`config.mk`:
```
export PLATFORM = sky130hd
export DESIGN_NAME = instruction_cache_controller_flat
export DESIGN_NICKNAME = d
export VERILOG_FILES = /design/src/rtl/instruction_cache_controller_if.sv /design/src/rtl/instruction_cache_controller.sv /design/src/flat_wrapper.sv
export SDC_FILE = /design/constraint.sdc
export NUM_CORES = 1
export LEC_CHECK = 0
export CAP_MARGIN = 30
export CORE_ASPECT_RATIO = 0.6
export CORE_MARGIN = 2
export CORE_UTILIZATION = 40
export CTS_BUF_LIST = sky130_fd_sc_hd__clkbuf_8
export CTS_CLUSTER_DIAMETER = 50
export DETAILED_ROUTE_END_ITERATION = 7
export SYNTH_ARGS = -nofsm -noshare
export SYNTH_HDL_FRONTEND = slang
export SYNTH_SLANG_ARGS = --single-unit
```
`constraint.sdc`:
```
create_clock -name CLK -period 37.2 [get_ports CLK]
set_clock_uncertainty 0.15 [all_clocks]
set_input_delay 11.16 -clock CLK [delete_from_list [all_inputs] [get_ports CLK]]
set_output_delay 11.16 -clock CLK [all_outputs]
set_load 0.02 [all_outputs]
```
`src/rtl/instruction_cache_controller_if.sv`:
```
// Fetch-side (PC/INSTRUCTION) and memory-side (block fill) signals of the
// direct-mapped instruction cache, bundled as one bus.
interface instruction_cache_controller_if #(
    parameter int WORDS = 4
);
    localparam int ADDR_W = 30 - $clog2(WORDS);

    logic [31:0]         PC;
    logic                READ;
    logic [31:0]         INSTRUCTION;
    logic                BUSYWAIT;
    logic                MEM_READ;
    logic [ADDR_W-1:0]   MEM_ADDRESS;
    logic [32*WORDS-1:0] MEM_READDATA;
    logic                MEM_BUSYWAIT;

    modport slave (
        input  PC, READ, MEM_READDATA, MEM_BUSYWAIT,
        output INSTRUCTION, BUSYWAIT, MEM_READ, MEM_ADDRESS
    );

    modport master (
        output PC, READ, MEM_READDATA, MEM_BUSYWAIT,
        input  INSTRUCTION, BUSYWAIT, MEM_READ, MEM_ADDRESS
    );
endinterface

```
`src/rtl/instruction_cache_controller.sv`:
```
// Direct-mapped read-only instruction cache with an IDLE/FETCH/UPDATE fill FSM.
// Optional hit/miss counters are enabled by defining ICACHE_STATS_EN.
module instruction_cache_controller #(
    parameter int LINES = 8,
    parameter int WORDS = 4
) (
    input  logic        CLK,
    input  logic        RESET,
`ifdef ICACHE_STATS_EN
    output logic [31:0] HIT_COUNT,
    output logic [31:0] MISS_COUNT,
`endif
    instruction_cache_controller_if.slave bus
);
    localparam int OFF_W  = $clog2(WORDS);
    localparam int IDX_W  = $clog2(LINES);
    localparam int ADDR_W = 30 - OFF_W;
    localparam int TAG_W  = ADDR_W - IDX_W;
    localparam logic [31:0] NOP = 32'h0000_0013;

    typedef enum logic [1:0] {IDLE, FETCH, UPDATE} state_t;

    state_t            state_q;
    logic [LINES-1:0]  valid_q;
    logic [TAG_W-1:0]  tag_q  [LINES];
    logic [31:0]       data_q [LINES][WORDS];
    logic [ADDR_W-1:0] miss_addr_q;
    logic              mem_read_q;

    logic [OFF_W-1:0]  pc_off;
    logic [IDX_W-1:0]  pc_idx;
    logic [TAG_W-1:0]  pc_tag;
    logic [IDX_W-1:0]  fill_idx;
    logic [TAG_W-1:0]  fill_tag;
    logic              unused_pc_lsbs;

    assign pc_off         = bus.PC[OFF_W+1:2];
    assign pc_idx         = bus.PC[OFF_W+IDX_W+1:OFF_W+2];
    assign pc_tag         = bus.PC[31:OFF_W+IDX_W+2];
    assign unused_pc_lsbs = ^bus.PC[1:0];

    // The fill is steered only by the address captured at the miss, so PC may move freely.
    assign fill_idx = miss_addr_q[IDX_W-1:0];
    assign fill_tag = miss_addr_q[ADDR_W-1:IDX_W];

    logic lookup_hit;
    logic hit;
    logic miss;
    logic fill;

    assign lookup_hit = valid_q[pc_idx] && (tag_q[pc_idx] == pc_tag);
    assign hit        = !RESET && (state_q == IDLE) && bus.READ && lookup_hit;
    assign miss       = !RESET && (state_q == IDLE) && bus.READ && !lookup_hit;
    assign fill       = !RESET && (state_q == FETCH) && !bus.MEM_BUSYWAIT;

    assign bus.INSTRUCTION = hit ? data_q[pc_idx][pc_off] : NOP;
    assign bus.BUSYWAIT    = miss || (!RESET && (state_q != IDLE));
    assign bus.MEM_READ    = mem_read_q;
    assign bus.MEM_ADDRESS = miss_addr_q;

    always_ff @(posedge CLK) begin
        if (RESET) begin
            state_q     <= IDLE;
            valid_q     <= '0;
            mem_read_q  <= 1'b0;
            miss_addr_q <= '0;
        end else begin
            case (state_q)
                IDLE: begin
                    if (miss) begin
                        miss_addr_q <= bus.PC[31:OFF_W+2];
                        mem_read_q  <= 1'b1;
                        state_q     <= FETCH;
                    end
                end
                FETCH: begin
                    if (fill) begin
                        valid_q[fill_idx] <= 1'b1;
                        mem_read_q        <= 1'b0;
                        state_q           <= UPDATE;
                    end
                end
                UPDATE:  state_q <= IDLE;
                default: state_q <= IDLE;
            endcase
        end
    end

    // Tags and data carry no reset; the valid bits alone qualify them.
    always_ff @(posedge CLK) begin
        if (fill) begin
            tag_q[fill_idx] <= fill_tag;
            for (int w = 0; w < WORDS; w++) begin
                data_q[fill_idx][w] <= bus.MEM_READDATA[32*w +: 32];
            end
        end
    end

`ifdef ICACHE_STATS_EN
    always_ff @(posedge CLK) begin
        if (RESET) begin
            HIT_COUNT  <= '0;
            MISS_COUNT <= '0;
        end else begin
            if (hit && (HIT_COUNT != 32'hFFFF_FFFF)) begin
                HIT_COUNT <= HIT_COUNT + 32'd1;
            end
            if (miss && (MISS_COUNT != 32'hFFFF_FFFF)) begin
                MISS_COUNT <= MISS_COUNT + 32'd1;
            end
        end
    end
`endif

endmodule

```
`src/flat_wrapper.sv`:
```
// flat-port wrapper written by rule: the top's interface ports become plain ports
module instruction_cache_controller_flat 
#(
    parameter int LINES = 8,
    parameter int WORDS = 4
)
  (CLK, RESET, bus_PC, bus_READ, bus_MEM_READDATA, bus_MEM_BUSYWAIT, bus_INSTRUCTION, bus_BUSYWAIT, bus_MEM_READ, bus_MEM_ADDRESS);
  instruction_cache_controller_if #(.WORDS(WORDS)) bus_i ();
  input  logic CLK;
  input  logic RESET;
  input wire logic [$bits(bus_i.PC)-1:0] bus_PC;
  input wire logic [$bits(bus_i.READ)-1:0] bus_READ;
  input wire logic [$bits(bus_i.MEM_READDATA)-1:0] bus_MEM_READDATA;
  input wire logic [$bits(bus_i.MEM_BUSYWAIT)-1:0] bus_MEM_BUSYWAIT;
  output wire logic [$bits(bus_i.INSTRUCTION)-1:0] bus_INSTRUCTION;
  output wire logic [$bits(bus_i.BUSYWAIT)-1:0] bus_BUSYWAIT;
  output wire logic [$bits(bus_i.MEM_READ)-1:0] bus_MEM_READ;
  output wire logic [$bits(bus_i.MEM_ADDRESS)-1:0] bus_MEM_ADDRESS;
  assign bus_i.PC = bus_PC;
  assign bus_i.READ = bus_READ;
  assign bus_i.MEM_READDATA = bus_MEM_READDATA;
  assign bus_i.MEM_BUSYWAIT = bus_MEM_BUSYWAIT;
  assign bus_INSTRUCTION = bus_i.INSTRUCTION;
  assign bus_BUSYWAIT = bus_i.BUSYWAIT;
  assign bus_MEM_READ = bus_i.MEM_READ;
  assign bus_MEM_ADDRESS = bus_i.MEM_ADDRESS;
  instruction_cache_controller #(.LINES(LINES), .WORDS(WORDS)) u_core (.CLK(CLK), .RESET(RESET), .bus(bus_i));
endmodule
```
Word-level counts from Yosys, hierarchy flattened

Memory sizes are Yosys's and may differ from the RTL's.
Index checks and enable logic that the tools add are counted.

Magnitude comparators: 4
Equality and inequality tests: 4
Bitwise operators: 2
Reductions and logical operators: 20
Multiplexer cells: 16

Operators with widths:

| kind                                                                    | number |
|---|---|
| 32-bit 2-to-1 mux                                                       | 3 |
| 32-bit binary-select mux with 2-bit select                              | 1 |
| 25-bit equality test                                                    | 1 |
| 1-bit logical AND                                                       | 9 |
| 3-bit by 4-bit < comparator with 1-bit output, second input constant    | 2 |
| 8-bit OR                                                                | 1 |
| 1-bit 2-to-1 mux                                                        | 6 |
| 2-bit AND reduction                                                     | 3 |
| 2-bit 2-to-1 mux                                                        | 2 |
| 2-bit by 1-bit inequality test with 1-bit output, second input constant | 2 |
| 2-bit case mux with 2 select lines                                      | 1 |
| 2-bit nonzero test                                                      | 2 |
| 1-bit binary-select mux with 3-bit select                               | 1 |
| 1-bit demux with 3-bit select                                           | 1 |
| 3-bit by 1-bit >= comparator with 1-bit output, second input constant   | 1 |
| 3-bit >= comparator, second input constant                              | 1 |
| 1-bit zero test                                                         | 3 |
| 2-bit NOT with 3-bit output                                             | 1 |
| 3-bit AND reduction                                                     | 1 |
| 2-bit by 1-bit equality test with 1-bit output, second input constant   | 1 |
| 2-bit zero test                                                         | 1 |
| 1-bit case mux with 2 select lines                                      | 1 |
| 1-bit logical OR                                                        | 1 |

Bits in writable memories: 1,224
Output and inout port bits: 62
Bits of input ports: 164
Bits in registers: 39
Memories kept: 2

Memory list:

| memory        | depth | bits a word | rd ports | clocked after memory_dff | wr ports | RTL line                           | text |
|---|---|---|---|---|---|---|---|
| u_core.data_q | 8     | 128         | 1        | 0                        | 1        | instruction_cache_controller.sv:26 | `logic [31:0] data_q [LINES][WORDS];` |
| u_core.tag_q  | 8     | 25          | 1        | 0                        | 1        | instruction_cache_controller.sv:25 | `logic [TAG_W-1:0] tag_q [LINES];` |

Logic depth before layout (Yosys ltp)

Gate-level depths: netlist of run 1.

Depth in word-level cells: 7
Gate-level depth with buffers: 13

Worst setup path after synthesis of run 1

No wires, ideal clock.

Kind: input to output
Start point: input port bus_PC[4]
End point: output port bus_INSTRUCTION[10]
Path slack: 12.222 ns
Arrival: 13.668 ns
Buffers on the path: 6
Stages on the path: 10
Cell sequence: buf_4 > buf_4 > buf_4 > buf_6 > clkbuf_1 > buf_2 > mux4_2 > mux4_2 > mux2i_1 > nor2_1

Longest elaborated chain between the ends: 5
Elaborated cells on any way between the ends: 11
Classes of those cells: eq/ne (1); mux (6); reduce/logical (2); memory (2)

Ends and longest elaborated chain:

| element                                                       | RTL line                                                               | text |
|---|---|---|
| start: declaration                                            | flat_wrapper.sv:11                                                     | `input wire logic [$bits(bus_i.PC)-1:0] bus_PC;` |
| memory 8 x 25 bit, or another cell as far along               | n/a                                                                    |  |
| 25-bit equality test, or another cell as far along            | instruction_cache_controller.sv:51                                     | `assign lookup_hit = valid_q[pc_idx] && (tag_q[pc_idx] == pc_tag);` |
| 1-bit logical AND / 32-bit 2-to-1 mux (equally long branches) | instruction_cache_controller.sv:51, instruction_cache_controller.sv:56 |  |
| 1-bit logical AND / 32-bit 2-to-1 mux (equally long branches) | instruction_cache_controller.sv:52, instruction_cache_controller.sv:56 |  |
| 32-bit 2-to-1 mux (*)                                         | instruction_cache_controller.sv:56                                     | `assign bus.INSTRUCTION = hit ? data_q[pc_idx][pc_off] : NOP;` |
| end: declaration                                              | flat_wrapper.sv:15                                                     | `output wire logic [$bits(bus_i.INSTRUCTION)-1:0] bus_INSTRUCTION;` |

Mark *: on every way between the ends. The rest lies on a longest branch, timed or not. The select of a mux whose other input is x is not followed.

Worst setup path after layout of run 1

Start point: input port bus_PC[5]
End point: output port bus_INSTRUCTION[6]

Same word-level chain as after synthesis.

==> results.md, run 1 <==
- Status: finished, final reports clean
- Hold path depth: 2
- R2R Setup Slk: 33.47 ns
- Footprint of the multi-input gates: 10900 sq um
- Vias post-DR: 23600
- Switching Share: 22.9%
- Port bufs: 223
- Synthesized area: 49100 sq um
- Max IR drop VDD: 28.9 uV
- CTS Hold Buffers Added: 0
- Synth warn: 0
- Psw: 0.647 mW
- Combinational cell fraction of total power: 6.2%
- Fin. Hold Viols: 0
- Syn avg cell area: 22.5 sq um
- Flops & latches, synth: 1263
- Initial antenna violation count: 25
- Pleak: 17.9 nW
- Top-count cell post-synth: edfxtp_1
- Ys async rst share: 0%
- Clock latency at the later pin of the worst-skew pair: 0.88 ns
- # DRC: 0
- Die area: 126000 sq um
- Overall global routing resource usage: 18.0%
- Fillers: 10000
- Unique masters post-synth: 43
- Post-synthesis sequential area ratio: 76.5%
- WP data required: 25.89 ns
- FMAX: 36.9 MHz
- First-pass GRT wire length: 166000 um
- Remaining global-route overflow: 0
- Main flop type after synthesis: edfxtp_1
- Post-DR vias/cell: 5.50
- ANT nets after route: 0
- Post-synth top cells: edfxtp_1 (1224), mux4_2 (354), mux2i_1 (72)
- Crit Path Category: in -> out
- Reg2Reg Depth: 7
- Post-synth EDFFs: 1224
- Synth Instances: 2182
- Initial core utilization: 40.3%
- Cell Pwr Density: 49.6 nW/um^2
- Tcrit/Tclk final: 72.9%
- Worst Max-Slew Pin Slew: 1.05 ns
- Setup Buffers After CTS: 0
- Htree depth: 4
- Clock sinks: 1263
- Setup crit start kind: input pin
- Clock period minus final worst setup slack: 27.12 ns
- Sequential share of power: 56.7%
- Post-synth top area share: 74.9%
- Hold Slack: 0.317 ns
- Root Driver: clkbuf_8
- Die Width: 456 um
- Clock tree buffer depth: 3
- Core region area: 122000 sq um
- Clock-pin slew on the worst setup and hold paths: 0.06 ns
- Int Pwr: 2.18 mW
- RSZ-0062 raised after global routing: no
- Hold WC Path Type: reg -> reg
- Area growth syn-to-layout: 16.1%
- # rows: 99
- Synth area leader: edfxtp_1
- Setup TNS Final: 0 ns
- Register area: 37500 sq um
- Drt pass-1 iters: 6
- Fin. max-slew vios: 0
- Ranking of synthesized cells by area: edfxtp_1 (75%), mux4_2 (16%), dfxtp_1 (1.6%)
- DR WL/cell: 26.3 um
- Vias in the first global route: 25400
- Clock power frac: 37.1%
- DIE HEIGHT: 275 um
- Crit path DAT: 15.81 ns
- Largest net degree at the start of global routing: 120
- Post-cts sizing count: 0
- Critical path endpoint category: output port
- Nets: 2674
- Post-synth net total: 2346
- Worst Hold End: u_core.valid_q[3]
- R2r endpoint: u_core.data_q[2][43]
- Final WL: 113000 um
- GR peak layer: met2
- Met2 usage: 29.3%
- Inserted Clock Buffers: 187
- Slew HR: 30.2%
- TritonCTS clock tree: built
- Hold path startpoint: u_core.valid_q[3]
- Final GP Congestion: 0.735
- Endpoints failing setup: 0
- Final HPWL DP: 59400 um
- Initial DRC Count: 1982
- # IOs: 226
- Max Cap Viol: 0
- Met3 Usage GRT: 4.00%
- CP max FO: 102
- Crit Reg-Reg Startpoint: u_core.state_q[1]
- GR Layer Usage met1: 24.1%
- Share of cells above drive strength 1: 24.8%
final cells by class:
cell class | instances | share of cell area [%]
well taps | 1616 | 3.55
repair buffers | 271 | 5.10
flip-flops and latches | 1263 | 65.9
diodes | 16 | 0.0703
clock inverters | 148 | 1.48
inverters | 30 | 0.198
multi-input cells | 757 | 19.1
clock buffers | 188 | 4.54
per-stage QoR:
step / cell area, sq um / utilization (%) / power [mW] / instances / setup WS, ns
6_report: 56900 / 46.8 / 2.82 / 4289 / 10.08
3_3_place_gp: 53200 / 43.7 / 1.80 / 3925 / 9.93
5_1_grt: 56900 / 46.8 / 2.94 / 4283 / 9.72
2_1_floorplan: 49100 / - / 1.73 / 2182 / 12.22
4_1_cts: 56800 / 46.7 / 2.86 / 4270 / 9.81
3_5_place_dp: 53400 / 43.9 / 1.81 / 3934 / 9.85
how the worst max path moves through the flow:
stage                     cells past startpoint                  end  slack (ns)  startpoint
after floorplan                              10  bus_INSTRUCTION[10]       12.22   bus_PC[4]
after global placement                       11   bus_INSTRUCTION[4]        9.93   bus_PC[5]
after detailed placement                     11   bus_INSTRUCTION[4]        9.85   bus_PC[5]
after CTS                                    11   bus_INSTRUCTION[0]        9.81   bus_PC[5]
after global routing                         12   bus_INSTRUCTION[6]        9.72   bus_PC[5]
final                                        12   bus_INSTRUCTION[6]       10.08   bus_PC[5]
cell usage in the layout (no fill, tap or decap), types with 4 or more instances in the layout:
master / instances
nand4_1: 31
mux2_2: 9
buf_16: 10
clkinv_2: 15
xnor2_1: 11
dfxtp_1: 39
a22o_1: 4
clkinv_1: 35
clkbuf_8: 189
buf_4: 30
a31oi_1: 28
nand2_1: 40
nor2b_1: 7
nor2_1: 49
o211ai_1: 28
nor2_4: 6
clkinvlp_4: 6
inv_1: 101
and3_1: 4
clkinv_4: 4
bufinv_16: 5
edfxtp_1: 1224
inv_8: 5
a22oi_1: 8
o32ai_1: 29
o22ai_1: 6
xor2_1: 7
mux2i_1: 72
buf_12: 8
diode_2: 16
a21o_1: 28
clkdlybuf4s50_1: 218
a21oi_1: 4
mux4_2: 354
inv_6: 4
kinds of logic (layout without fill, tap and decap cells):
logic type	Yosys count	after routing	synth area share [%]
flip-flops	1263	1263	76.5
multiplexers	435	435	17.9
buffers and inverters	162	637	1.45
AND/OR/NAND/NOR	158	158	1.57
AO/OA/AOI/OAI	146	146	2.22
XOR/XNOR	18	18	0.321
other	0	16	0
sequential cells by signal, indices dropped and copies added, names as in the netlist:
| register | count |
|---|---|
| u_core.data_q | 1024 |
| u_core.tag_q | 200 |
| u_core.bus.MEM_ADDRESS | 28 |
| u_core.valid_q | 8 |
| u_core.state_q | 2 |
| u_core.bus.MEM_READ | 1 |
power by group through the flow:
stage	registers, mW	clock network (mW)	logic [mW]
2_1_floorplan	1.63	0	0.0947
3_3_place_gp	1.63	0	0.171
3_5_place_dp	1.63	0	0.177
4_1_cts	1.60	1.08	0.177
5_1_grt	1.60	1.14	0.188
6_report	1.60	1.05	0.175
layer usage:
layer	part of all wire [%]	wire length (um)
met1	43	48000
met2	49	55400
met3	5.9	6600
met4	2.2	2440
met5	0.13	148
critical path: stages:
cell	delay, ns
buf_8	0.68
buf_4	0.52
buf_16	0.32
mux4_2	0.53
mux2i_1	0.25
xor2_1	0.29
nand4_1	0.22
nor4b_2	0.32
nand4_1	0.12
buf_4	0.34
nor2_1	0.22
clkdlybuf4s50_1	0.63
Note: power is estimated with default switching activity, not from simulation.
==> inputs of run 2 (changes only) <==
- clock period: 37.2 -> 23 ns (I/O delays scaled with it)
==> run 2 against run 1 <==
Compared with the run above: cell count about the same; critical path depth stayed put; via count is essentially flat; worst setup slack lost 5.9 ns.
==> results.md, run 2 (synthesis gave the netlist of run 1 again) <==
- Share of cells above drive strength 1: 25.0%
- Max FFs per register: 1024
- DR WL/cell: 26.3 um
- CTS Hold Buffers Added: 0
- Root Driver: clkbuf_8
- Drt pass-1 iters: 5
- Clock tree buffer depth: 3
- Initial core utilization: 40.3%
- Place WS: 4.22 ns
- Die Width: 456 um
- Setup crit start kind: input pin
- Status: finished, final reports clean
- Port bufs: 223
- Initial antenna violation count: 29
- Clock period minus final worst setup slack: 18.77 ns
- Dpl cells: 3939
- Htree depth: 4
- First-pass GRT wire length: 165000 um
- Cell Pwr Density: 80.4 nW/um^2
- Routed met2 length: 55300 um
- Int Pwr: 3.54 mW
- DIE HEIGHT: 275 um
- CP max FO: 107
- Psw: 1.03 mW
- Max IR drop VDD: 50.8 uV
- Core region area: 122000 sq um
- Final GP Congestion: 0.744
- Post-DR vias/cell: 5.50
- Fillers: 9960
- Combinational cell fraction of total power: 6.2%
- Max Cap Viol: 0
- WL met3: 6680 um
- Initial DRC Count: 2129
- Final HPWL DP: 61400 um
- Inserted Clock Buffers: 185
- Final WL: 113000 um
- Hold WC Path Type: reg -> reg
- Post-Route M1 WL: 48300 um
- Largest net degree at the start of global routing: 108
- Fin. max-slew vios: 0
- Area growth syn-to-layout: 16.0%
- ANT nets after route: 0
- Overall global routing resource usage: 17.9%
- Setup TNS Final: 0 ns
- Slew HR: 27.7%
- Vias post-DR: 23600
- Remaining global-route overflow: 0
- Final Non-Filler Cells: 4286
- Endpoints failing setup: 0
- Crit path DAT: 11.72 ns
- Commonest non-fill, non-tap cell in the layout: edfxtp_1
- Setup Buffers After CTS: 0
- Final setup margin: 4.23 ns
- DR top layer: met5
- Nets: 2677
- Clock-pin slew on the worst setup and hold paths: 0.07 ns
- Clock sinks: 1263
- FMAX: 53.3 MHz
- Most frequent cells in the layout: edfxtp_1 (1224), mux4_2 (354), clkdlybuf4s50_1 (218)
- TritonCTS clock tree: built
- # DRC: 0
- RSZ-0062 raised after global routing: no
- Critical path endpoint category: output port
- Crit Path Category: in -> out
- Clock latency at the later pin of the worst-skew pair: 0.85 ns
- Die area: 126000 sq um
- Vias in the first global route: 25000
- Fin. Hold Viols: 0
- Biggest register: u_core.data_q
- Tcrit/Tclk final: 81.6%
- Switching Share: 22.6%
- WP data required: 15.95 ns
- Clock power frac: 37.2%
- Sequential share of power: 56.6%
- Worst Max-Slew Pin Slew: 1.09 ns
- Post-cts sizing count: 0
- Pleak: 17.9 nW
- # rows: 99
- # IOs: 226
==> run 2: layout make-up <==
class | count | area [sq um] | area share [%]
Clock buffer | 189 | 2600 | 4.57
Timing Repair Buffer | 276 | 2880 | 5.06
Inverter | 30 | 113 | 0.198
Clock inverter | 140 | 815 | 1.43
Antenna cell | 15 | 37.5 | 0.0660
Sequential cell | 1263 | 37500 | 66.0
Multi-Input combinational cell | 757 | 10900 | 19.1
Tap cell | 1616 | 2020 | 3.55
==> run 2: path summary, 6_finish.rpt <==
check                          from                    to  slack (ns)  depth (start not counted)
setup / recovery          bus_PC[5]    bus_INSTRUCTION[1]        4.23                         12
hold / removal    u_core.valid_q[3]     u_core.valid_q[3]        0.32                          2
setup reg to reg  u_core.state_q[1]  u_core.data_q[5][90]       18.88                          7
hold reg to reg   u_core.valid_q[3]     u_core.valid_q[3]        0.32                          2
==> run 2: stage by stage <==
step	util [%]	power (mW)	cell area, sq um	hold slack (ns)
global placement	43.7	2.91	53100	0.294
global route	46.8	4.75	56900	0.332
detailed placement	43.9	2.92	53400	0.306
floorplan	-	2.80	49100	0.285
finish	46.8	4.57	56900	0.323
CTS	46.7	4.63	56800	0.321
==> run 2: power groups by stage <==
stage	combinational, mW	clock, mW	sequential (mW)
floorplan	0.153	0	2.64
global placement	0.275	0	2.63
detailed placement	0.285	0	2.64
CTS	0.287	1.76	2.59
global route	0.304	1.85	2.59
finish	0.283	1.70	2.59
==> run 2: critical path: stages <==
cell and delay [ns]:
buf_8 0.65, buf_4 0.90, mux4_2 0.42, mux2i_1 0.20, xnor2_1 0.09, nor3_1 0.31
and4_1 0.26, buf_4 0.35, nand4_1 0.15, buf_4 0.36, a211o_1 0.35, clkdlybuf4s50_1 0.56
==> run 2: per-layer routing <==
| metal | track usage (%) | vias up |
|---|---|---|
| li1 | - | 10000 |
| met1 | 24.0 | 12600 |
| met2 | 29.3 | 774 |
| met3 | 3.91 | 214 |
| met4 | 5.94 | 24 |
| met5 | 0 | - |
==> inputs of run 3 (changes only) <==
- clock period: 23 -> 16.5 ns (I/O delays scaled with it)
==> run 3 against run 2 <==
Compared with the run above: register-to-register slack lost 6.6 ns; power grew 40%; clock-buffer cell count grew 2; first-iteration DRC count rose by 1.7%; global-route usage rose by 0.14 points; die area is the same; largest cell class unchanged.
==> results.md, run 3 (synthesis gave the netlist of run 1 again) <==
- Worst Max-Slew Pin Slew: 1.07 ns
- # rows: 99
- Overall global routing resource usage: 18.0%
- DIE HEIGHT: 275 um
- Post-DR vias/cell: 5.52
- Final GP Congestion: 0.795
- Core region area: 122000 sq um
- Design area: 56900 sq um
- Most frequent cells in the layout: edfxtp_1 (1224), mux4_2 (354), clkdlybuf4s50_1 (218)
- Dpl cells: 3935
- Post-Place Cell Area: 53400 sq um
- Vias in the first global route: 24900
- Max Cap Viol: 0
- Crit path DAT: 9.32 ns
- Fillers: 10000
- Remaining global-route overflow: 0
- Slowest CP cell: buf_4
- Tcrit/Tclk final: 87.4%
- Critical path endpoint category: output port
- Inserted Clock Buffers: 185
- Final Non-Filler Cells: 4279
- Max IR drop VDD: 74.1 uV
- Clock latency at the later pin of the worst-skew pair: 0.87 ns
- TritonCTS clock tree: built
- RSZ-0062 raised after global routing: no
- WP data required: 11.40 ns
- Htree depth: 4
- Share of cells above drive strength 1: 24.8%
- Initial antenna violation count: 22
- ANT nets after route: 0
- WL met3: 6680 um
- Final HPWL DP: 60200 um
- Final WL: 113000 um
- Max FFs per register: 1024
- Port bufs: 223
- Clock-pin slew on the worst setup and hold paths: 0.06 ns
- Initial core utilization: 40.3%
- Clock tree buffer depth: 3
- Pleak: 17.9 nW
- Cell Chain, Critical Path: buf_8, buf_4, mux4_2, mux2i_1, xor2_1, nand4_1, nor4b_2, nand4_1, buf_4, nor2_1, clkdlybuf4s50_1
- Initial DRC Count: 2165
- DR WL/cell: 26.5 um
- Reg2Reg Depth: 7
- Vias post-DR: 23600
- Hold WC Path Type: reg -> reg
- Commonest non-fill, non-tap cell in the layout: edfxtp_1
- R2R Setup Slk: 12.24 ns
- Status: finished, final reports clean
- Crit Reg-Reg Startpoint: u_core.state_q[1]
- R2r endpoint: u_core.data_q[2][73]
- Endpoints failing setup: 0
- Clock sinks: 1263
- Biggest register: u_core.data_q
- Post-cts sizing count: 0
- Die area: 126000 sq um
- CTS Hold Buffers Added: 0
- Routed met2 length: 55900 um
- Worst setup path start: bus_PC[5]
- # IOs: 226
- FMAX: 69.3 MHz
- Post-Route M1 WL: 48400 um
- Area growth syn-to-layout: 16.0%
- Hold Slack: 0.322 ns
- Cell Pwr Density: 113 nW/um^2
- Setup TNS Final: 0 ns
- Setup Buffers After CTS: 0
- Fin. Hold Viols: 0
- Root Driver: clkbuf_8
- # DRC: 0
- Die Width: 456 um
- Largest net degree at the start of global routing: 105
- Critical Path End: bus_INSTRUCTION[12]
- Slowest stage delay, CP: 0.75 ns
- First-pass GRT wire length: 166000 um
- Setup crit start kind: input pin
- DR top layer: met5
- Crit Path Category: in -> out
- Nets: 2671
- CP max FO: 104
- Drt pass-1 iters: 7
- Slew HR: 28.6%
- Clock period minus final worst setup slack: 14.42 ns
- Fin. max-slew vios: 0
run 3: cell types whose count changed in the layout (fill, tap and decap cells not counted), sizes merged:
cell | previous run | this run
clkinv | 73 | 53
inv | 87 | 102
clkinvlp | 3 | 2
clkbuf | 190 | 192
bufinv | 7 | 10
buf | 57 | 51
run 3: worst min-delay path by stage:
stage                 startpoint                 to  cells past startpoint
3_3_place_gp   u_core.valid_q[6]  u_core.valid_q[6]                      2
6_report       u_core.valid_q[6]  u_core.valid_q[6]                      2
3_5_place_dp   u_core.valid_q[7]  u_core.valid_q[7]                      1
4_1_cts        u_core.valid_q[6]  u_core.valid_q[6]                      2
2_1_floorplan  u_core.valid_q[2]  u_core.valid_q[2]                      2
5_1_grt        u_core.valid_q[3]  u_core.valid_q[3]                      2
run 3: metrics by stage:
| stage | util (%) | total power, mW | setup slack [ns] |
|---|---|---|---|
| after global placement | 43.7 | 4.06 | 2.09 |
| final | 46.8 | 6.41 | 2.08 |
| after floorplan | - | 3.90 | 3.81 |
| after global routing | 46.8 | 6.65 | 1.87 |
| after CTS | 46.7 | 6.50 | 2.07 |
| after detailed placement | 43.9 | 4.08 | 2.09 |
run 3: report_power, final:
part           total, mW  switching [mW]  internal, mW
clock               2.41            1.18          1.23
sequential          3.61          0.0395          3.57
combinational      0.395           0.209         0.186
total               6.41            1.43          4.98
run 3: critical path: cells and delay by family:
family	cells	cell delay, ns
xor+xnor	1	0.20
buf+inv	4	2.35
simple gates	4	0.81
mux	2	0.65
run 3: final cells by class:
cell class                 count  area (sq um)  area share [%]
antenna                       15          37.5          0.0660
tap                         1616          2020            3.55
sequential                  1263         37500            66.0
inverter                      30           113           0.198
clock buffer                 191          2630            4.62
timing repair buffer         270          2830            4.98
multi-input combinational    757         10900            19.2
clock inverter               137           840            1.48
run 3: layer usage:
layer / up-vias / global-route usage [%]
met5: - / 0
li1: 10000 / -
met2: 740 / 29.7
met3: 208 / 3.66
met4: 14 / 5.98
met1: 12700 / 24.3
